<file path="src/rtl/dsp_result_collector.sv">
// Result collector for a CEIN-gated DSP slice: a token shift register tracks issued operands,
// and results are buffered in a first-word-fall-through FIFO with credit-based flow control.
module dsp_result_collector #(
    parameter int WIDTH   = 48,
    parameter int LATENCY = 3,
    parameter int DEPTH   = 4
) (
    input  logic                     CLK,
    input  logic                     RSTIN,
    input  logic                     CEIN,
    input  logic                     IN_VALID,
    input  logic [WIDTH-1:0]         P_IN,
    input  logic                     CARRY_IN,
    output logic [WIDTH-1:0]         OUT,
    output logic                     OUT_CARRY,
    output logic                     OUT_VALID,
    input  logic                     OUT_READY,
    output logic                     CREDIT_OK,
    output logic [$clog2(DEPTH):0]   COUNT,
    output logic                     OVERFLOW
);

    localparam int AW = $clog2(DEPTH);
    localparam int CW = AW + 1;
    localparam int TW = (LATENCY > 0) ? LATENCY : 1;

    logic [TW-1:0]    tok;
    logic             push;
    logic             pop;
    logic             full;
    logic             empty;
    logic             accept;
    logic [AW-1:0]    wr_ptr;
    logic [AW-1:0]    rd_ptr;
    logic [CW-1:0]    count;
    logic             overflow;
    logic [WIDTH:0]   mem [DEPTH];
    logic [WIDTH:0]   head;

    function automatic int popcount(input logic [TW-1:0] v);
        int n;
        n = 0;
        for (int i = 0; i < TW; i++) begin
            n += int'(v[i]);
        end
        return n;
    endfunction

    // Token stage: one bit per operand in flight, advancing on the same CEIN edges as the slice.
    generate
        if (LATENCY == 0) begin : g_no_tok
            assign tok  = '0;
            assign push = CEIN & IN_VALID;
        end else begin : g_tok
            always_ff @(posedge CLK) begin
                if (RSTIN) begin
                    tok <= '0;
                end else if (CEIN) begin
                    tok <= (tok << 1) | TW'(IN_VALID);
                end
            end
            assign push = CEIN & tok[TW-1];
        end
    endgenerate

    assign empty  = (count == '0);
    assign full   = (count == CW'(DEPTH));
    assign pop    = ~empty & OUT_READY;
    // A full FIFO still accepts when the head leaves on the same edge.
    assign accept = push & (~full | pop);

    // FIFO stage: storage carries no reset, only the pointers and flags do.
    always_ff @(posedge CLK) begin
        if (accept) begin
            mem[wr_ptr] <= {CARRY_IN, P_IN};
        end
    end

    always_ff @(posedge CLK) begin
        if (RSTIN) begin
            wr_ptr   <= '0;
            rd_ptr   <= '0;
            count    <= '0;
            overflow <= 1'b0;
        end else begin
            if (accept) begin
                wr_ptr <= wr_ptr + 1'b1;
            end
            if (pop) begin
                rd_ptr <= rd_ptr + 1'b1;
            end
            case ({accept, pop})
                2'b10:   count <= count + 1'b1;
                2'b01:   count <= count - 1'b1;
                default: count <= count;
            endcase
            if (push & ~accept) begin
                overflow <= 1'b1;
            end
        end
    end

    // Output stage: head shown combinationally, forced to zero while empty.
    assign head      = mem[rd_ptr];
    assign OUT       = empty ? '0 : head[WIDTH-1:0];
    assign OUT_CARRY = empty ? 1'b0 : head[WIDTH];
    assign OUT_VALID = ~empty;
    assign COUNT     = count;
    assign OVERFLOW  = overflow;
    assign CREDIT_OK = (int'(count) + popcount(tok)) < DEPTH;

endmodule

</file>
<file path="config.mk">
export PLATFORM = sky130hd
export DESIGN_NAME = dsp_result_collector
export DESIGN_NICKNAME = d
export VERILOG_FILES = /design/src/rtl/dsp_result_collector.sv
export SDC_FILE = /design/constraint.sdc
export NUM_CORES = 1
export LEC_CHECK = 0
export ABC_AREA = 1
export BUFFER_PORTS_ARGS = -buffer_cell sky130_fd_sc_hd__clkbuf_2
export CORE_AREA = 2 2 136 138
export DETAILED_ROUTE_END_ITERATION = 10
export DIE_AREA = 0 0 138 140
export PLACE_DENSITY = 0.66
export SYNTH_ARGS = -nofsm -noshare
export SYNTH_HDL_FRONTEND = slang
export SYNTH_SLANG_ARGS = --single-unit
</file>
<file path="constraint.sdc">
create_clock -name CLK -period 7.65 [get_ports CLK]
set_clock_uncertainty 0.2 [all_clocks]
set_input_delay 1.53 -clock CLK [delete_from_list [all_inputs] [get_ports CLK]]
set_output_delay 1.53 -clock CLK [all_outputs]
set_load 0.1 [all_outputs]
</file>
Word-level counts from Yosys, hierarchy flattened
Memory sizes are Yosys's and may differ from the RTL's. A register that Yosys moved wholly into a read port is not among the register bits.
Cells that the tools add are included.
{ "op_classes": {"n_mux": 7, "n_eq_ne": 3, "n_lt_le_gt_ge": 1, "addsub": 7, "n_bitwise": 9, "n_reduce_logical": 2} }
{ "ops": {"columns": ["op", "count"], "rows": [
  ["48-bit two-way mux", 1],
  ["3-bit case mux with 2 select lines", 1],
  ["2-bit by 1-bit adder with 2-bit output, second input constant", 2],
  ["3-bit by 3-bit adder with 4-bit output", 1],
  ["1-bit AND", 4],
  ["4-bit by 3-bit < comparator with 1-bit output, second input constant", 1],
  ["2-bit two-way mux", 2],
  ["2-bit by 1-bit adder with 3-bit output", 1],
  ["3-bit by 1-bit adder with 3-bit output, second input constant", 1],
  ["3-bit == test, second input constant", 1],
  ["3-bit logical NOT", 1],
  ["1-bit two-way mux", 3],
  ["1-bit NOT", 3],
  ["3-bit by 1-bit OR with 3-bit output", 1],
  ["3-bit by 1-bit subtractor with 3-bit output, second input constant", 1],
  ["1-bit by 1-bit adder with 2-bit output", 1],
  ["2-bit by 1-bit == test with 1-bit output, second input constant", 1],
  ["2-bit == test, second input constant", 1],
  ["2-bit nonzero test", 1],
  ["1-bit OR", 1]
]} }
{ "totals": {"inputBits": 54, "wordCells": 35, "n_memories": 1, "regBits": 11, "ramBits": 196, "output_inout_bits": 55} }
{ "memory_table": {"columns": ["memory", "words", "word_bits", "rd", "rd_clocked_by_memory_dff", "wr", "line", "source"], "rows": [
  ["mem", 4, 49, 1, 1, 1, "37", "logic [WIDTH:0] mem [DEPTH];"]
]} }

Longest topological paths before layout
Gate-level depths: netlist of the first run.
{ "depth": {"word_depth": 7, "depth_mapped": 11, "depth_no_buf": 11} }

Worst setup path after synthesis of the first run
No wires, ideal clock.
{ "synth_path": {"path_type": "register to output", "start": "reg count[0], in the netlist COUNT[0]", "end": "out OUT[37]", "required_time_ps": 5920, "n_path_buf": 2, "path_stages_with_launch": 7, "setup_slack_ps": 2463, "t_arrival_ps": 3457, "path_cell_list": "dfxtp_1 > nor2_2 > nand2_2 > inv_2 > buf_2 > buf_4 > a21oi_1"} }
{ "synth_via": {"elab_chain_len": 2} }
{ "synth_lines": {"columns": ["element", "line", "source"], "rows": [
  ["start: declaration", "35", "logic [CW-1:0] count;"],
  ["start signal: assignment", "93", "2'b10: count <= count + 1'b1;"],
  ["start signal: assignment", "94", "2'b01: count <= count - 1'b1;"],
  ["start signal: assignment", "95", "default: count <= count;"],
  ["3-bit logical NOT", "66", "assign empty = (count == '0);"],
  ["48-bit two-way mux", "105", "assign OUT = empty ? '0 : head[WIDTH-1:0];"],
  ["end: declaration", "14", "output logic [WIDTH-1:0] OUT,"]
]} }
No other way between the ends.

==> out/results.tsv, run 1 <==
stage	metric	value	unit
power_and_ir_drop	power_density	402	nW/µm²
layout	num_antenna_cells	0	
power_and_ir_drop	combPwrFrac	38.8	%
power_and_ir_drop	p_int	2.14	mW
sta	fmax	0.204	GHz
clocking	htree_levels	1	
placed_design	dpl.hpwl	9890	µm
sta	finalHoldViolCount	0	
detailed_routing	vias	5244	
status	outcome	finished clean	
detailed_routing	wl_per_cell	17.5	µm
critical_path	required	5.92	ns
sta	slew_viol_final	0	
clocking	post_cts.repair.setup_buffers	0	
power_and_ir_drop	p_sw	1.76	mW
detailed_routing	avgViaCountPerCell	5.20	
sta	worstMarginPinSlew	1.08	ns
synth	ys.warnings.count	0	
synth	synth_cells	668	
die	core_area	17800	µm²
power_and_ir_drop	p_sw_share	45.1	%
clocking	cts_buffer_depth	3	
clocking	cts_tree	yes	
detailed_routing	antenna_left	0	
grt	grt_max_degree	100	
detailed_routing	drc_errors	0	
placed_design	io_buffer_count	108	
critical_path	worst_setup_path_end_kind	output pin	
power_and_ir_drop	p_leak	3.52	nW
synth	yosysUniqueCellTypes	26	
detailed_routing	drt_iter0_markers	419	
die	io_pins	109	
layout	final_net_count	828	
layout	layout-drive-gt1-share	20.8	%
min_path	hold_path_depth	1	
clocking	ctsHoldBuffers	0	
sta	slew_headroom	28.2	%
critical_path	worstPathArrival	3.16	ns
die	start_util	46.6	%
placed_design	gp_congestion	0.725	
grt	grt.overflow.total	0	
die	rows	49	
clocking	ctsResizeCount	0	
grt	grt_first_pass_wirelength	27500	µm
clocking	clkSlewWorstSetupHoldPaths	0.06	ns
critical_path	r2r_cells	5	
synth	syn_nets	729	
clocking	cts_root_buffer	clkbuf_16	
power_and_ir_drop	seqPwrFrac	34.2	%
grt	grt_pass1_vias	5280	
critical_path	critPathMaxFanout	99	
flow_run	cap_violations	0	
grt	grt.total_usage	17.8	%
layout	syn_to_final_growth	16.9	%
die	die_h	140	µm
clocking	clock-sinks	209	
sta	fin_crit_sh	64.0	%
power_and_ir_drop	p_total	3.90	mW
synth	syn_area	8280	µm²
detailed_routing	drt_wl_total	17600	µm
critical_path	startpoint_type	register	
power_and_ir_drop	clockPowerShare	27.1	%
die	die_w	138	µm
sta	finalSetupTns	0	ns
sta	finalSetupViolCount	0	
clocking	clkLatencyLatePin	0.48	ns
clocking	cts_inserted_buffers	21	
die	die-area	19300	µm²
synth	synth.avg_cell_area	12.4	µm²
sta	rsz0062_at_grt	false	
synth	ys_ff_latch	209	
grt	antenna_found_initial	0	
power_and_ir_drop	ir_worst_vdd	325	µV
critical_path	crit_type	register to output pin	
synth	ys_seq_area_share	74.2	%
min_path	hp-class	register to register	
sta	min_period	4.89	ns
detailed_routing	drtPass1Iterations	6	
[flip-flops by register name, summed over array words and instances, names as in the netlist, named ones only]
name      flops
rd_ptr        2
wr_ptr        2
OVERFLOW      1
tok           3
COUNT         3
mem         196
[final cells by class]
cell class,instances,area (µm²)
flip-flops and latches,209,6150
fillers,1481,8100
inverters,22,85.1
repair buffers,113,578
well taps,229,287
clock inverters,10,153
multi-input cells,400,1860
clock buffers,26,564
[cells in the final DEF, fill, tap and decap left out, types with 4 or more instances in the layout]
cell type  instances
o21ai_0           84
inv_2              4
clkbuf_2         108
a21oi_1           58
edfxtp_1         196
inv_1             16
o21ai_1           20
clkbuf_16         21
nor2_4             4
nand3_1            4
nand2_1            7
ha_1               5
buf_4              5
nor2_1           204
dfxtp_1           11
bufinv_16          4
[power by group through the flow]
stage	combinational (mW)	clock [mW]	sequential [mW]
CTS	1.52	1.07	1.33
global route	1.58	1.12	1.34
global placement	1.51	0	1.35
finish	1.51	1.05	1.33
detailed placement	1.52	0	1.36
floorplan	1.29	0	1.34
[logic make-up (layout without fill, tap and decap cells)]
| group | Yosys count | count (layout) | share of synthesized area, % |
|---|---|---|---|
| xor+xnor | 1 | 1 | 0.106 |
| flops | 209 | 209 | 74.2 |
| buf+inv | 59 | 171 | 3.64 |
| fa+ha+maj | 7 | 7 | 1.24 |
| compound gates | 163 | 163 | 9.88 |
| simple gates | 229 | 229 | 10.9 |
[worst max-delay path, stage by stage, from the launching register on]
cell and delay, ns:
dfxtp_4 1.06, inv_4 0.59, o21ai_0 0.42, a21oi_1 0.13
clkbuf_2 0.43
[cells in the mapped netlist, drive strengths merged]
cell	instances	area [µm²]
buf	23	164
fa	2	40.0
clkinv	1	3.75
inv	21	81.3
o21ai	104	521
ha	5	62.6
xor2	1	8.76
and2	1	8.76
nand3	4	20.0
edfxtp	196	5890
nand3b	1	7.51
clkbuf	14	52.6
o21a	1	7.51
nand4	2	12.5
nor2	209	787
a21oi	58	290
nand2	12	67.6
dfxtp	13	260
[routing by layer]
| layer | global-route usage (%) | up-vias | share of wire (%) |
|---|---|---|---|
| met4 | 4.14 | 0 | 1.4 |
| met1 | 22.6 | 2539 | 42 |
| met2 | 31.2 | 150 | 50 |
| li1 | - | 2535 | - |
| met3 | 4.24 | 20 | 7.1 |
| met5 | 0 | - | 0 |
[per-stage QoR]
step	hold slack, ns	instances	setup slack [ns]	utilization (%)	instance area, µm²
floorplan	0.254	668	2.46	-	8280
global placement	0.256	973	3.28	50.4	8960
detailed placement	0.279	973	3.23	50.4	8960
CTS	0.285	1009	2.71	54.4	9680
global route	0.313	1009	2.48	54.4	9680
finish	0.285	1009	2.76	54.4	9680
[path summary, 6_finish.rpt]
check        slack, ns         end      from
max               2.76     OUT[28]  register
max reg2reg       5.27  mem[1][14]  COUNT[1]
min               0.29    OVERFLOW  OVERFLOW
min reg2reg       0.29    OVERFLOW  OVERFLOW
(Power assumes the default switching activity.)
==> run 2: changes to the inputs <==
- ABC_AREA: 1 -> 0
- PLACE_DENSITY: 0.66 -> 0.69
- clock period: 7.65 -> 4.17 ns (I/O delays scaled with it)
==> out/results.tsv, run 2 <==
stage	metric	value	unit
status	outcome	finished clean	
sta	finalHoldViolCount	0	
detailed_routing	avgViaCountPerCell	5.39	
synth	yosysUniqueCellTypes	42	
sta	worstMarginPinSlew	0.651	ns
placed_design	postPlaceCellArea	9080	µm²
power_and_ir_drop	clockPowerShare	41.3	%
clocking	clock-sinks	209	
synth	yosysMostFrequentCell	edfxtp_1	
detailed_routing	drtPass1Iterations	4	
layout	largest_reg_flops	196	
synth	synth_cells	403	
grt	grt_first_pass_wirelength	23900	µm
grt	antenna_found_initial	0	
critical_path	startpoint_type	register	
synth	synth.area.top_cells	edfxtp_1, mux4_2, and2_1	
layout	final_cell_mix	edfxtp_1, clkbuf_2, and2_1	
synth	synthArstFlopShare	0	%
layout	final_net_count	579	
power_and_ir_drop	ir_worst_vdd	309	µV
power_and_ir_drop	p_leak	3.37	nW
detailed_routing	drc_errors	0	
layout	multi_input_area	1920	µm²
power_and_ir_drop	combPwrFrac	8.5	%
power_and_ir_drop	seqPwrFrac	50.2	%
sta	slew_viol_final	0	
sta	fin_crit_sh	91.1	%
power_and_ir_drop	p_sw	1.05	mW
synth	ys_top_cells_by_count	edfxtp_1, and2_1, mux4_2	
clocking	cts_inserted_buffers	22	
synth	syn_area	8220	µm²
grt	grt.total_usage	15.7	%
detailed_routing	antenna_left	0	
power_and_ir_drop	power_density	469	nW/µm²
grt	met3_usage	3.32	%
clocking	htree_levels	1	
clocking	clkLatencyLatePin	0.49	ns
synth	synth_top_flop_cell	edfxtp_1	
sta	fmax	0.263	GHz
layout	stdcell_area	9800	µm²
detailed_routing	wl_per_cell	19.9	µm
synth	yosys.area.top_type	edfxtp_1	
detailed_routing	drt_wl_total	15100	µm
sta	slew_headroom	56.6	%
synth	ys_ff_latch	209	
grt	met2_usage	26.9	%
grt	grt_use_met1	20.4	%
clocking	clkSlewWorstSetupHoldPaths	0.06	ns
layout	final-instance-count-excl-fill	762	
die	start_util	46.3	%
min_path	hp-class	register to register	
critical_path	worst_setup_path_end_kind	output pin	
sta	holdWs	0.288	ns
die	die_w	138	µm
critical_path	critical_path.max_stage_delay	0.55	ns
layout	seq_area	6150	µm²
critical_path	required	3.14	ns
grt	grt_max_degree	34	
clocking	ctsHoldBuffers	0	
power_and_ir_drop	p_sw_share	22.9	%
synth	ys.warnings.count	0	
critical_path	crit_type	register to output pin	
placed_design	gp_congestion	0.773	
clocking	cts_tree	yes	
grt	grt.overflow.total	0	
layout	layout-drive-gt1-share	38.6	%
flow_run	cap_violations	0	
die	io_pins	109	
layout	num_antenna_cells	0	
placed_design	io_buffer_count	108	
synth	syn_nets	464	
grt	grt_pass1_vias	4434	
synth	ys_seq_area_share	74.7	%
die	die-area	19300	µm²
sta	finalSetupTns	0	ns
grt	top_usage_layer	met2	
sta	finalSetupViolCount	0	
placed_design	dpl.hpwl	9040	µm
critical_path	cp_slowest_cell	dfxtp_1	
clocking	ctsResizeCount	0	
sta	rsz0062_at_grt	false	
layout	fin_util	55.1	%
clocking	cts_buffer_depth	3	
layout	fillers	1409	
die	die_h	140	µm
clocking	post_cts.repair.setup_buffers	0	
power_and_ir_drop	p_int	3.55	mW
critical_path	cpMostUsedCell	inv_1	
detailed_routing	drt_iter0_markers	193	
critical_path	worstPathArrival	2.77	ns
synth	synth_top_area_share	71.6	%
die	core_area	17800	µm²
detailed_routing	vias	4106	
synth	synth_edf_count	196	
layout	largest_register	mem	
clocking	cts_root_buffer	clkbuf_16	
layout	syn_to_final_growth	19.2	%
die	rows	49	
critical_path	cp_cell_sequence	inv_1 -> fa_1 -> inv_1 -> ha_1 -> a311oi_4 -> clkbuf_2	
synth	synth.avg_cell_area	20.4	µm²
layout	final_common_cell	edfxtp_1	
sta	min_period	3.80	ns
critical_path	critPathMaxFanout	11	
placed_design	dp.cells	723	
## run 2: changes by cell type after synthesis, moves of 20 or more
| cell | before | now |
|---|---|---|
| nor2_1 | 208 | 9 |
| o21ai_0 | 84 | 5 |
| a21oi_1 | 58 | 4 |
| and2_1 | 0 | 54 |
| mux4_2 | 0 | 47 |
| o21ai_1 | 20 | 0 |
## run 2: cells by family (layout without fill, tap and decap cells)
| kind of cell | after synthesis | after routing | share of synthesized area, % |
|---|---|---|---|
| buffers and inverters | 33 | 163 | 2.21 |
| DFF | 209 | 209 | 74.7 |
| and+or+nand+nor | 78 | 78 | 5.83 |
| xor gates and xnor gates | 2 | 2 | 0.213 |
| adders and majority gates | 7 | 7 | 1.25 |
| AOI/OAI and AO/OA | 21 | 21 | 1.77 |
| muxes | 53 | 53 | 14.0 |
## run 2: final timing paths
kind | end | from | cells past startpoint | slack [ns]
min | OVERFLOW | OVERFLOW | 2 | 0.29
max | CREDIT_OK | COUNT[0] | 6 | 0.37
max reg2reg | COUNT[2] | COUNT[2] | 7 | 1.42
min reg2reg | OVERFLOW | OVERFLOW | 2 | 0.29
## run 2: power by group through the flow
| stage | clock network, mW | logic [mW] | registers (mW) |
|---|---|---|---|
| after global routing | 2.02 | 0.414 | 2.31 |
| after floorplan | 0 | 0.306 | 2.35 |
| after detailed placement | 0 | 0.397 | 2.35 |
| final | 1.90 | 0.393 | 2.31 |
| after CTS | 1.94 | 0.398 | 2.31 |
| after global placement | 0 | 0.391 | 2.35 |
## run 2: stage by stage
| step | power, mW | worst slack (ns) |
|---|---|---|
| finish | 4.60 | 0.370 |
| global route | 4.75 | 0.253 |
| CTS | 4.65 | 0.362 |
| detailed placement | 2.75 | 0.882 |
| global placement | 2.74 | 0.975 |
| floorplan | 2.66 | 0.0777 |
## run 2: critical path, delay by kind of cell (launching register included)
family / cells / cell delay, ns
buffers and inverters: 3 / 0.75
adders and majority gates: 2 / 0.69
DFF: 1 / 0.55
AOI/OAI and AO/OA: 1 / 0.29
## run 2: cell type report
| cell class | count | area share [%] |
|---|---|---|
| Multi-Input combinational cell | 161 | 19.6 |
| Clock buffer | 33 | 7.11 |
| Inverter | 8 | 0.306 |
| Sequential cell | 209 | 62.8 |
| Clock inverter | 6 | 0.281 |
| Timing Repair Buffer | 116 | 7.02 |
| Tap cell | 229 | 2.92 |
## run 2: routing by layer
metal	vias to the layer above	wire, µm	share of wire [%]
li1	1840	-	-
met1	2130	6350	42
met2	109	7650	50
met3	27	813	5.4
met4	0	331	2.2
met5	-	0	0
==> run 3: changes to the inputs <==
- ABC_AREA: 0 -> 1
==> out/results.tsv, run 3 (synthesis gave the netlist of run 1 again) <==
stage	metric	value	unit
sta	slew_viol_final	0	
min_path	hold_path_depth	1	
power_and_ir_drop	seqPwrFrac	32.8	%
detailed_routing	wl_per_cell	17.5	µm
layout	syn_to_final_growth	18.9	%
power_and_ir_drop	p_sw_share	45.7	%
die	die_w	138	µm
die	start_util	46.6	%
die	io_pins	109	
power_and_ir_drop	p_total	7.22	mW
power_and_ir_drop	ir_worst_vdd	465	µV
min_path	hp-class	register to register	
clocking	ctsHoldBuffers	0	
flow_run	cap_violations	0	
layout	fin_util	55.4	%
die	core_area	17800	µm²
critical_path	worst_setup_path_end_kind	output pin	
grt	grt_pass1_vias	5348	
placed_design	post-place-ws	0.943	ns
critical_path	crit_type	register to output pin	
sta	finalSetupViolCount	0	
detailed_routing	avgViaCountPerCell	5.25	
layout	layout-drive-gt1-share	24.7	%
clocking	clock-sinks	209	
sta	fin_crit_sh	88.5	%
detailed_routing	drt_wl_total	17800	µm
critical_path	critPathMaxFanout	30	
detailed_routing	drtPass1Iterations	5	
power_and_ir_drop	p_leak	3.55	nW
detailed_routing	drt_iter0_markers	392	
power_and_ir_drop	combPwrFrac	41.0	%
grt	grt.overflow.total	0	
layout	final_common_cell	nor2_1	
clocking	post_cts.repair.setup_buffers	0	
sta	finalHoldViolCount	0	
die	die-area	19300	µm²
placed_design	io_buffer_count	108	
critical_path	r2r_cells	5	
detailed_routing	drc_errors	0	
die	rows	49	
grt	grt_first_pass_wirelength	28300	µm
layout	fillers	1468	
clocking	cts_tree	yes	
clocking	cts_inserted_buffers	22	
die	die_h	140	µm
clocking	cts_buffer_depth	3	
status	outcome	finished clean	
clocking	ctsResizeCount	0	
detailed_routing	antenna_left	0	
placed_design	dp.cells	978	
power_and_ir_drop	p_int	3.92	mW
sta	slew_headroom	40.7	%
sta	fmax	0.271	GHz
grt	grt.total_usage	18.4	%
sta	min_period	3.69	ns
power_and_ir_drop	power_density	734	nW/µm²
placed_design	dpl.hpwl	10100	µm
placed_design	gp_congestion	0.735	
sta	setup_slack	0.479	ns
sta	rsz0062_at_grt	false	
layout	final-instance-count-excl-fill	1018	
critical_path	worstPathArrival	2.66	ns
grt	antenna_found_initial	1	
power_and_ir_drop	p_sw	3.30	mW
layout	final_cell_mix	nor2_1, edfxtp_1, clkbuf_2	
power_and_ir_drop	clockPowerShare	26.2	%
detailed_routing	vias	5346	
sta	worstMarginPinSlew	0.889	ns
layout	largest_reg_flops	196	
sta	finalSetupTns	0	ns
grt	grt_max_degree	99	
clocking	cts_root_buffer	clkbuf_16	
layout	final_net_count	834	
clocking	htree_levels	1	
critical_path	required	3.14	ns
clocking	clkSlewWorstSetupHoldPaths	0.06	ns
critical_path	startpoint_type	register	
layout	num_antenna_cells	0	
clocking	clkLatencyLatePin	0.49	ns
layout	largest_register	mem	
## run 3: area by class of cell
| class | instances | area (µm²) | share of cell area (%) |
|---|---|---|---|
| clock buffers | 35 | 631 | 6.41 |
| clock inverters | 5 | 75.1 | 0.763 |
| inverters | 22 | 85.1 | 0.864 |
| multi-input cells | 400 | 1980 | 20.1 |
| flip-flops and latches | 209 | 6150 | 62.5 |
| well taps | 229 | 287 | 2.91 |
| repair buffers | 118 | 641 | 6.51 |
## run 3: path summary, 6_finish.rpt
path          endpoint      from  slack (ns)
min           OVERFLOW  OVERFLOW        0.27
min reg2reg   OVERFLOW  OVERFLOW        0.27
max            OUT[41]  COUNT[0]        0.48
max reg2reg  mem[1][1]  COUNT[1]        1.83
## run 3: worst max-delay path, stage by stage, from the launching register on
cell	delay, ns
dfxtp_1	0.33
nor2_2	0.17
nand2_2	0.10
inv_2	0.58
buf_4	0.47
a21oi_1	0.09
clkbuf_2	0.39
## run 3: routing by layer
layer	vias to the layer above	GRT usage, %	share of wire, %
met2	188	29.2	46
met4	2	4.99	1.8
met3	33	4.92	8.3
li1	2555	-	-
met1	2568	25.3	44
met5	-	0	0.062
## run 3: per-stage QoR
stage / hold WS [ns] / instance area [µm²]
floorplan: 0.254 / 8390
global placement: 0.253 / 9140
detailed placement: 0.253 / 9140
CTS: 0.276 / 9840
global route: 0.295 / 9840
finish: 0.275 / 9840
## run 3: power groups by stage
stage	sequential (mW)	combinational [mW]	clock, mW
global route	2.37	3.11	2.01
global placement	2.41	2.94	0
detailed placement	2.41	2.98	0
floorplan	2.47	2.45	0
finish	2.37	2.97	1.89
CTS	2.37	2.98	1.92
